File: config.mk
export PLATFORM = sky130hd
export DESIGN_NAME = iterative_multdiv_unit
export DESIGN_NICKNAME = d
export VERILOG_FILES = /design/src/rtl/multdiv_pkg.sv /design/src/rtl/div_restoring_step.sv /design/src/rtl/iterative_multdiv_unit.sv
export SDC_FILE = /design/constraint.sdc
export NUM_CORES = 1
export LEC_CHECK = 0
export ABC_AREA = 0
export CAP_MARGIN = 20
export CORE_UTILIZATION = 35
export CTS_CLUSTER_DIAMETER = 50
export DETAILED_ROUTE_END_ITERATION = 12
export MAX_ROUTING_LAYER = met4
export SLEW_MARGIN = 15
export SYNTH_ARGS = -nofsm -noshare
export SYNTH_HDL_FRONTEND = slang
export SYNTH_HIERARCHICAL = 1
export SYNTH_SLANG_ARGS = --single-unit
File: constraint.sdc
create_clock -name clock -period 14.2 [get_ports clock]
set_clock_uncertainty 0.1 [all_clocks]
set_input_delay 2.13 -clock clock [delete_from_list [all_inputs] [get_ports clock]]
set_output_delay 2.13 -clock clock [all_outputs]
set_load 0.01 [all_outputs]
File: src/rtl/multdiv_pkg.sv
// Shared encodings and constants for the iterative multiply/divide unit.
package multdiv_pkg;

  localparam int MD_WIDTH = 32;
  localparam logic [MD_WIDTH-1:0] MD_MOST_NEG = {1'b1, {(MD_WIDTH-1){1'b0}}};

  typedef enum logic [1:0] {
    IDLE = 2'd0,
    RUN  = 2'd1,
    DONE = 2'd2
  } state_t;

  typedef enum logic {
    OP_MULT = 1'b0,
    OP_DIV  = 1'b1
  } op_t;

endpackage

File: src/rtl/div_restoring_step.sv
// One restoring-division step on magnitudes: shift in the next dividend bit,
// trial-subtract the divisor, keep the difference only when it did not go negative.
module div_restoring_step #(
  parameter int WIDTH = 32
) (
  input  logic [WIDTH-1:0] rem,
  input  logic [WIDTH-1:0] quo,
  input  logic [WIDTH-1:0] divisor,
  output logic [WIDTH:0]   rem_next,
  output logic [WIDTH-1:0] quo_next
);

  logic [WIDTH:0]   shifted;
  logic [WIDTH+1:0] diff;
  logic             fits;

  always_comb begin
    shifted  = {rem, quo[WIDTH-1]};
    diff     = {1'b0, shifted} - {2'b00, divisor};
    fits     = ~diff[WIDTH+1];
    rem_next = fits ? diff[WIDTH:0] : shifted;
    quo_next = {quo[WIDTH-2:0], fits};
  end

endmodule

File: src/rtl/iterative_multdiv_unit.sv
// Iterative signed multiply (radix-2 Booth) / divide (restoring on magnitudes),
// one iteration per clock, started by a rising edge on ctrl_MULT or ctrl_DIV.
module iterative_multdiv_unit
  import multdiv_pkg::*;
#(
  parameter int WIDTH = MD_WIDTH
) (
  input  logic             clock,
  input  logic             reset,
  input  logic [WIDTH-1:0] data_operandA,
  input  logic [WIDTH-1:0] data_operandB,
  input  logic             ctrl_MULT,
  input  logic             ctrl_DIV,
  output logic [WIDTH-1:0] data_result,
  output logic             data_exception,
  output logic             data_resultRDY,
  output logic             busy,
  output logic [1:0]       debug_state
);

  localparam int CW = $clog2(WIDTH);
  localparam logic [WIDTH-1:0] MIN_VAL = {1'b1, {(WIDTH-1){1'b0}}};
  localparam logic [CW-1:0] LAST_STEP = CW'(WIDTH - 1);

  state_t           state;
  op_t              op;
  logic [CW-1:0]    counter;
  logic             prev_mult, prev_div;
  logic [WIDTH:0]   acc;
  logic [WIDTH-1:0] q, mcand;
  logic             q_m1;
  logic             neg_quo, div_zero, div_ovf;

  logic             start_mult, start_div, start;
  logic [WIDTH-1:0] a_mag, b_mag;
  logic [WIDTH:0]   mcand_ext, booth_sum;
  logic [WIDTH:0]   div_rem_next;
  logic [WIDTH-1:0] div_quo_next;
  logic             mult_exc;

  assign debug_state = state;

  always_comb begin
    start_mult = ctrl_MULT & ~prev_mult;
    start_div  = ctrl_DIV & ~prev_div;
    start      = start_mult | start_div;
    a_mag      = data_operandA[WIDTH-1] ? -data_operandA : data_operandA;
    b_mag      = data_operandB[WIDTH-1] ? -data_operandB : data_operandB;
    // Accumulator carries one guard bit so adding/subtracting the most-negative multiplicand cannot wrap.
    mcand_ext  = {mcand[WIDTH-1], mcand};
    case ({q[0], q_m1})
      2'b01:   booth_sum = acc + mcand_ext;
      2'b10:   booth_sum = acc - mcand_ext;
      default: booth_sum = acc;
    endcase
    mult_exc   = (acc[WIDTH-1:0] != {WIDTH{q[WIDTH-1]}});
  end

  div_restoring_step #(.WIDTH(WIDTH)) u_div_step (
    .rem      (acc[WIDTH-1:0]),
    .quo      (q),
    .divisor  (mcand),
    .rem_next (div_rem_next),
    .quo_next (div_quo_next)
  );

  always_ff @(posedge clock or negedge reset) begin
    if (!reset) begin
      state          <= IDLE;
      op             <= OP_MULT;
      counter        <= '0;
      prev_mult      <= 1'b0;
      prev_div       <= 1'b0;
      acc            <= '0;
      q              <= '0;
      mcand          <= '0;
      q_m1           <= 1'b0;
      neg_quo        <= 1'b0;
      div_zero       <= 1'b0;
      div_ovf        <= 1'b0;
      data_result    <= '0;
      data_exception <= 1'b0;
      data_resultRDY <= 1'b0;
      busy           <= 1'b0;
    end else begin
      prev_mult      <= ctrl_MULT;
      prev_div       <= ctrl_DIV;
      data_resultRDY <= 1'b0;

      case (state)
        IDLE: ;
        RUN: begin
          counter <= counter + CW'(1);
          if (op == OP_MULT) begin
            {acc, q, q_m1} <= {booth_sum[WIDTH], booth_sum, q};
          end else begin
            acc <= div_rem_next;
            q   <= div_quo_next;
          end
          if (counter == LAST_STEP) state <= DONE;
        end
        DONE: begin
          data_resultRDY <= 1'b1;
          busy           <= 1'b0;
          state          <= IDLE;
          if (op == OP_MULT) begin
            data_result    <= q;
            data_exception <= mult_exc;
          end else if (div_zero) begin
            data_result    <= '0;
            data_exception <= 1'b1;
          end else if (div_ovf) begin
            data_result    <= MIN_VAL;
            data_exception <= 1'b1;
          end else begin
            data_result    <= neg_quo ? -q : q;
            data_exception <= 1'b0;
          end
        end
        default: state <= IDLE;
      endcase

      // A start edge in any state (re)loads the datapath; in RUN this abandons the current op.
      if (start) begin
        state   <= RUN;
        busy    <= 1'b1;
        counter <= '0;
        acc     <= '0;
        q_m1    <= 1'b0;
        if (start_mult) begin
          op    <= OP_MULT;
          q     <= data_operandB;
          mcand <= data_operandA;
        end else begin
          op       <= OP_DIV;
          q        <= a_mag;
          mcand    <= b_mag;
          neg_quo  <= data_operandA[WIDTH-1] ^ data_operandB[WIDTH-1];
          div_zero <= (data_operandB == '0);
          div_ovf  <= (data_operandA == MIN_VAL) && (data_operandB == '1);
        end
      end
    end
  end

endmodule

==> results of run 1 <==
[area by class of cell]
| class | instances | area (um^2) | area share (%) |
|---|---|---|---|
| sequential | 146 | 3655 | 22.72 |
| inverter | 66 | 247.7 | 1.540 |
| clock inverter | 12 | 205.2 | 1.276 |
| multi-input combinational | 1545 | 9691 | 60.25 |
| timing repair buffer | 124 | 1192 | 7.413 |
| clock buffer | 20 | 436.7 | 2.715 |
| tap | 525 | 656.9 | 4.084 |
[cells by family after synthesis]
group / after synthesis / synth area share [%]
AND/OR/NAND/NOR: 642 / 20.78
adder cells (fa/ha/maj): 74 / 6.584
XOR/XNOR: 176 / 10.79
flip-flops: 146 / 25.56
AO/OA/AOI/OAI: 613 / 26.55
buffers and inverters: 213 / 6.785
multiplexers: 40 / 2.950
[sequential cells by signal, summed over array words and instances (netlist names)]
register        flops
counter             5
data_resultRDY      1
div_ovf             1
q_m1                1
op                  1
data_exception      1
busy                1
prev_mult           1
q                  32
mcand              32
data_result        32
div_zero            1
neg_quo             1
acc                33
debug_state         2
prev_div            1
[routing by layer]
| metal | GRT usage [%] | wire length (um) |
|---|---|---|
| met1 | 31.03 | 21720 |
| met2 | 36.58 | 21580 |
| met3 | 2.679 | 2323 |
| met4 | 8.342 | 1343 |
| met5 | - | 0 |
[synthesized netlist by cell type, types with 52 or more instances]
cell type  number
a21oi_1       159
clkbuf_1       93
dfrtp_1       146
ha_1           72
inv_1          65
nand2_1       251
nor2_1        157
nor3_1         52
o21ai_0       195
xnor2_1       104
xor2_1         72
[power by group]
| group | internal [mW] | switching [mW] | leakage, nW |
|---|---|---|---|
| sequential | 0.488 | 0.161 | 1.86 |
| combinational | 0.720 | 1.02 | 4.33 |
| clock | 0.313 | 0.196 | 0.294 |
[worst paths after layout]
| kind | slack, ns | cells after the start | from | endpoint |
|---|---|---|---|---|
| max in group asynchronous | 10.93 | 2 | reset | op$_DFFE_PN0N_ |
| worst max-delay path | 8.83 | 19 | mcand[0]$_DFFE_PN0N_ | acc[31]$_DFFE_PN0P_ |
| worst max register to register | 8.83 | 19 | mcand[0]$_DFFE_PN0N_ | acc[31]$_DFFE_PN0P_ |
| worst min-delay path | 0.39 | 2 | busy$_DFFE_PN0P_ | busy$_DFFE_PN0P_ |
| min in group asynchronous | 1.62 | 1 | reset | data_result[22]$_DFFE_PN0P_ |
| worst min register to register | 0.39 | 2 | busy$_DFFE_PN0P_ | busy$_DFFE_PN0P_ |
[per-stage QoR]
| step | power [mW] | util [%] |
|---|---|---|
| after floorplan | 1.984 | - |
| after global placement | 2.341 | 38.60 |
| after detailed placement | 2.360 | 38.60 |
| after CTS | 2.882 | 40.20 |
| after global routing | 3.136 | 40.20 |
| final | 2.898 | 40.20 |
[tightest hold or removal path: stages, from the launching register on]
cell     delay, ns
dfrtp_1       0.35
nand2_1       0.05
nand2_1       0.05
==> flow_metrics.env, run 1 <==
export IMPL_num_rows=73
export IMPL_hold_path_class="register to register"
export IMPL_stdcell_count=2438
export IMPL_insertion_delay_ns=0.44
export IMPL_synth_edf_count=0
export IMPL_path_buf_inv=1
export IMPL_setup_viol=0
export IMPL_ir_worst_vdd_mv=0.08825
export IMPL_synthArstFlopShare_pct=100.0
export IMPL_drc=0
export IMPL_fin_hold_ws_ns=0.3921
export IMPL_rsz0062_at_grt="no"
export IMPL_cts_buffer_depth=2
export IMPL_drive_above_1_share_pct=4.809
export IMPL_synth_area_leaders="dfrtp_1, o21ai_0, nand2_1"
export IMPL_hold_violations=0
export IMPL_cts_inserted_buffers=17
export IMPL_setup_slack_ns=8.827
export IMPL_dp_worst_setup_slack_ns=8.708
export IMPL_p_leak_nw=6.482
export IMPL_fin_tns_setup_ns=0
export IMPL_start_kind="register"
export IMPL_cap_violations=0
export IMPL_drtAntennaViolNets=0
export IMPL_cts_htree_levels=4
export IMPL_crit_type="register to register"
export IMPL_postCtsSetupBuffers=0
export IMPL_drt_wirelength_per_cell_um=19.26
export IMPL_clk_pin_slew_ns=0.06
export IMPL_area_growth_pct=12.55
export IMPL_tightest_slew_ns=0.9253
export IMPL_worstPathArrival_ns=5.63
export IMPL_die_h_um=204.1
export IMPL_antenna_found_initial=0
export IMPL_synth_seq_area_share_pct=25.56
export IMPL_port_buffers=104
export IMPL_crit_fanout=5
export IMPL_cpPeakStageDelay_ns=0.58
export IMPL_wl_um=46960
export IMPL_slew_violations=0
export IMPL_nNetsFinal=2042
export IMPL_period_share_pct=37.84
export IMPL_slew_headroom_pct=38.31
export IMPL_final_common_cell="nand2_1"
export IMPL_grtUsageTotal_pct=23.36
export IMPL_hpwl_um=35260
export IMPL_ctsHoldBuffers=0
export IMPL_first_global_vias=13540
export IMPL_vias=14020
export IMPL_cpMaxStageDelayCell="nor3b_1"
export IMPL_yosysTopAreaCellShare_pct=25.56
export IMPL_core_mm2=0.04001
export IMPL_synth_area_leader_cell="dfrtp_1"
export IMPL_synth_distinct_cells=85
export IMPL_grt_pass1_wl_um=74840
export IMPL_start_util_pct=35.72
export IMPL_dpl_instance_area_mm2=0.01544
export IMPL_drtPass1Iterations=5
export IMPL_netlist_area_mm2=0.01429
export IMPL_dp_cells=2406
export IMPL_fillers=4160
export IMPL_synth_ff_type="dfrtp_1"
export IMPL_diodes=0
export IMPL_first_iter_violations=1094
export IMPL_vias_per_cell=5.750
export IMPL_fmax_ghz=0.1861
export IMPL_ys_warn_count=6
export IMPL_place_gp_congestion=0.9338
export IMPL_grt_max_degree=97
export IMPL_clockRootBuffer="clkbuf_16"
export IMPL_pin_count=105
export IMPL_die_w_um=204.1
export IMPL_clkSinkCount=146
export IMPL_critPathRequiredTime_ns=14.46
export IMPL_synth_nets=2046
export IMPL_die_area_mm2=0.04164
export IMPL_final_cell_mix="nand2_1, o21ai_0, a21oi_1"
export IMPL_cp_common_cell="nor3b_1"
export IMPL_syn_avg_cell_area_um2=7.506
export IMPL_outcome="complete, no violations"
export IMPL_crit_chain="inv_1 -> ha_1 -> nor3b_1 -> nor3b_1 -> nand3b_1 -> nor3b_1 -> a21oi_1 -> nor2_1 -> xor2_1 -> ha_1 -> nand2_1 -> o21ai_0 -> or3_1 -> a211oi_1 -> o31ai_1 -> xor2_1 -> nor2_1 -> or4b_1 -> o211ai_1"
export IMPL_grt_overflow=0
export IMPL_final_cell_area_mm2=0.01608
export IMPL_synth_cells=1904
export IMPL_end_kind="register"
export IMPL_cts_resized_gates=0
export IMPL_fin_crit_ns=5.373
export IMPL_p_per_area_mw_per_mm2=180.2
export IMPL_crit_family="simple AND/OR/NAND/NOR gates"
export IMPL_tritoncts="yes"
export IMPL_yosys_register_bits=146
(Power assumes the default switching activity.)
==> run 2: changes to the inputs <==
==> constraint.sdc (replaced) <==
create_clock -name clock -period 5.5 [get_ports clock]
set_clock_uncertainty 0.1 [all_clocks]
set_input_delay 0.825 -clock clock [delete_from_list [all_inputs] [get_ports clock]]
set_output_delay 0.825 -clock clock [all_outputs]
set_load 0.01 [all_outputs]
==> flow_metrics.env, run 2 (same netlist as run 1, synthesis figures left out) <==
export IMPL_drtAntennaViolNets=0
export IMPL_top_register="acc"
export IMPL_diodes=0
export IMPL_dp_cells=2410
export IMPL_tritoncts="yes"
export IMPL_outcome="complete, no violations"
export IMPL_wl_um=47630
export IMPL_drc=0
export IMPL_clkSinkCount=146
export IMPL_fin_crit_ns=4.906
export IMPL_drive_above_1_share_pct=5.164
export IMPL_drtPass1Iterations=6
export IMPL_fin_hold_ws_ns=0.2765
export IMPL_top_layer_used="met4"
export IMPL_start_kind="register"
export IMPL_num_rows=73
export IMPL_clockRootBuffer="clkbuf_16"
export IMPL_area_growth_pct=12.98
export IMPL_wl_met1_um=22160
export IMPL_setup_viol=0
export IMPL_fmax_ghz=0.2038
export IMPL_p_per_area_mw_per_mm2=470.9
export IMPL_start_util_pct=35.72
export IMPL_hpwl_um=35880
export IMPL_worstPathArrival_ns=5.17
export IMPL_grt_max_degree=95
export IMPL_first_global_vias=13310
export IMPL_vias=13790
export IMPL_clk_pin_slew_ns=0.07
export IMPL_vias_per_cell=5.647
export IMPL_die_w_um=204.1
export IMPL_crit_type="register to register"
export IMPL_cts_resized_gates=0
export IMPL_met2_length_um=22050
export IMPL_drt_wirelength_per_cell_um=19.51
export IMPL_final_cell_mix="nand2_1, o21ai_0, a21oi_1"
export IMPL_fillers=4197
export IMPL_cts_inserted_buffers=17
export IMPL_p_leak_nw=6.535
export IMPL_place_gp_congestion=0.9267
export IMPL_crit_chain="or4_1 -> nor4_1 -> nand3b_1 -> nor3b_1 -> buf_4 -> a21oi_1 -> nor2_1 -> xor2_1 -> ha_1 -> nand2_1 -> o21ai_0 -> or3_1 -> a211oi_1 -> o31ai_1 -> xor2_1 -> nor2_1 -> or4b_1 -> o211ai_1"
export IMPL_pin_count=105
export IMPL_nNetsFinal=2046
export IMPL_largest_reg_flops=33
export IMPL_grt_pass1_wl_um=75420
export IMPL_fin_tns_setup_ns=0
export IMPL_tightest_slew_ns=0.9527
export IMPL_wl_met3_um=2160
export IMPL_grt_overflow=0
export IMPL_ctsHoldBuffers=0
export IMPL_ir_worst_vdd_mv=0.2083
export IMPL_slew_headroom_pct=36.33
export IMPL_insertion_delay_ns=0.44
export IMPL_cpMaxStageDelayCell="or4_1"
export IMPL_hold_violations=0
export IMPL_end_kind="register"
export IMPL_antenna_found_initial=1
export IMPL_postCtsSetupBuffers=0
export IMPL_crit_family="simple AND/OR/NAND/NOR gates"
export IMPL_core_mm2=0.04001
export IMPL_die_h_um=204.1
export IMPL_grtUsageTotal_pct=23.72
export IMPL_cpPeakStageDelay_ns=0.59
export IMPL_rsz0062_at_grt="no"
export IMPL_total_power_mw=7.603
export IMPL_cts_htree_levels=4
export IMPL_first_iter_violations=1061
export IMPL_stdcell_count=2442
export IMPL_period_share_pct=89.19
export IMPL_path_buf_inv=1
export IMPL_final_common_cell="nand2_1"
export IMPL_hold_path_class="input port to asynchronous set/reset pin"
export IMPL_port_buffers=104
export IMPL_die_area_mm2=0.04164
export IMPL_cap_violations=0
export IMPL_slew_violations=0
export IMPL_cts_buffer_depth=2
export IMPL_critPathRequiredTime_ns=5.76
export IMPL_crit_fanout=5
-- run 2: cell types whose count changed in the layout (fill, tap and decap cells not counted) --
cell,before,now
inv_8,0,1
clkbuf_1,3,0
buf_4,20,24
clkinvlp_4,5,1
clkbuf_8,0,2
inv_6,2,3
clkinv_4,0,3
-- run 2: worst paths after layout --
check                                            startpoint                           to  slack (ns)  cells past startpoint
worst min register to register  data_result[23]$_DFFE_PN0P_  data_result[23]$_DFFE_PN0P_        0.38                      2
worst max register to register        mcand[10]$_DFFE_PN0N_          acc[31]$_DFFE_PN0P_        0.59                     18
min in group clock              data_result[23]$_DFFE_PN0P_  data_result[23]$_DFFE_PN0P_        0.38                      2
worst max-delay path                  mcand[10]$_DFFE_PN0N_          acc[31]$_DFFE_PN0P_        0.59                     18
worst min-delay path                                  reset  data_result[20]$_DFFE_PN0P_        0.28                      1
max in group asynchronous                             reset          acc[13]$_DFFE_PN0P_        3.87                      2
-- run 2: stage by stage --
step                      instance area [um^2]  setup slack [ns]  util, %
after floorplan                          14290             1.038        -
after global placement                   15470            0.6832    38.68
after detailed placement                 15470            0.5608    38.68
after CTS                                16150            0.5449    40.36
after global routing                     16150           0.07932    40.36
final                                    16150            0.5944    40.36
-- run 2: area by class of cell --
cell class	count	area (um^2)	share of cell area, %
clock buffer	19	452.9	2.805
clock inverter	13	221.5	1.372
inverter	66	247.7	1.534
multi-input combinational	1545	9691	60.02
sequential	146	3655	22.63
tap	525	656.9	4.068
timing repair buffer	128	1222	7.571
-- run 2: per-layer routing --
layer	GRT usage, %	vias to the layer above
li1	-	6795
met1	31.63	6541
met2	37.51	386
met3	2.631	67
met4	7.489	0
met5	-	-
-- run 2: report_power, final --
group	total, mW	leakage (nW)	internal [mW]	switching [mW]
registers	1.70	1.86	1.26	0.445
logic	4.52	4.35	1.87	2.65
clock network	1.38	0.327	0.840	0.536
total	7.60	6.54	3.97	3.63
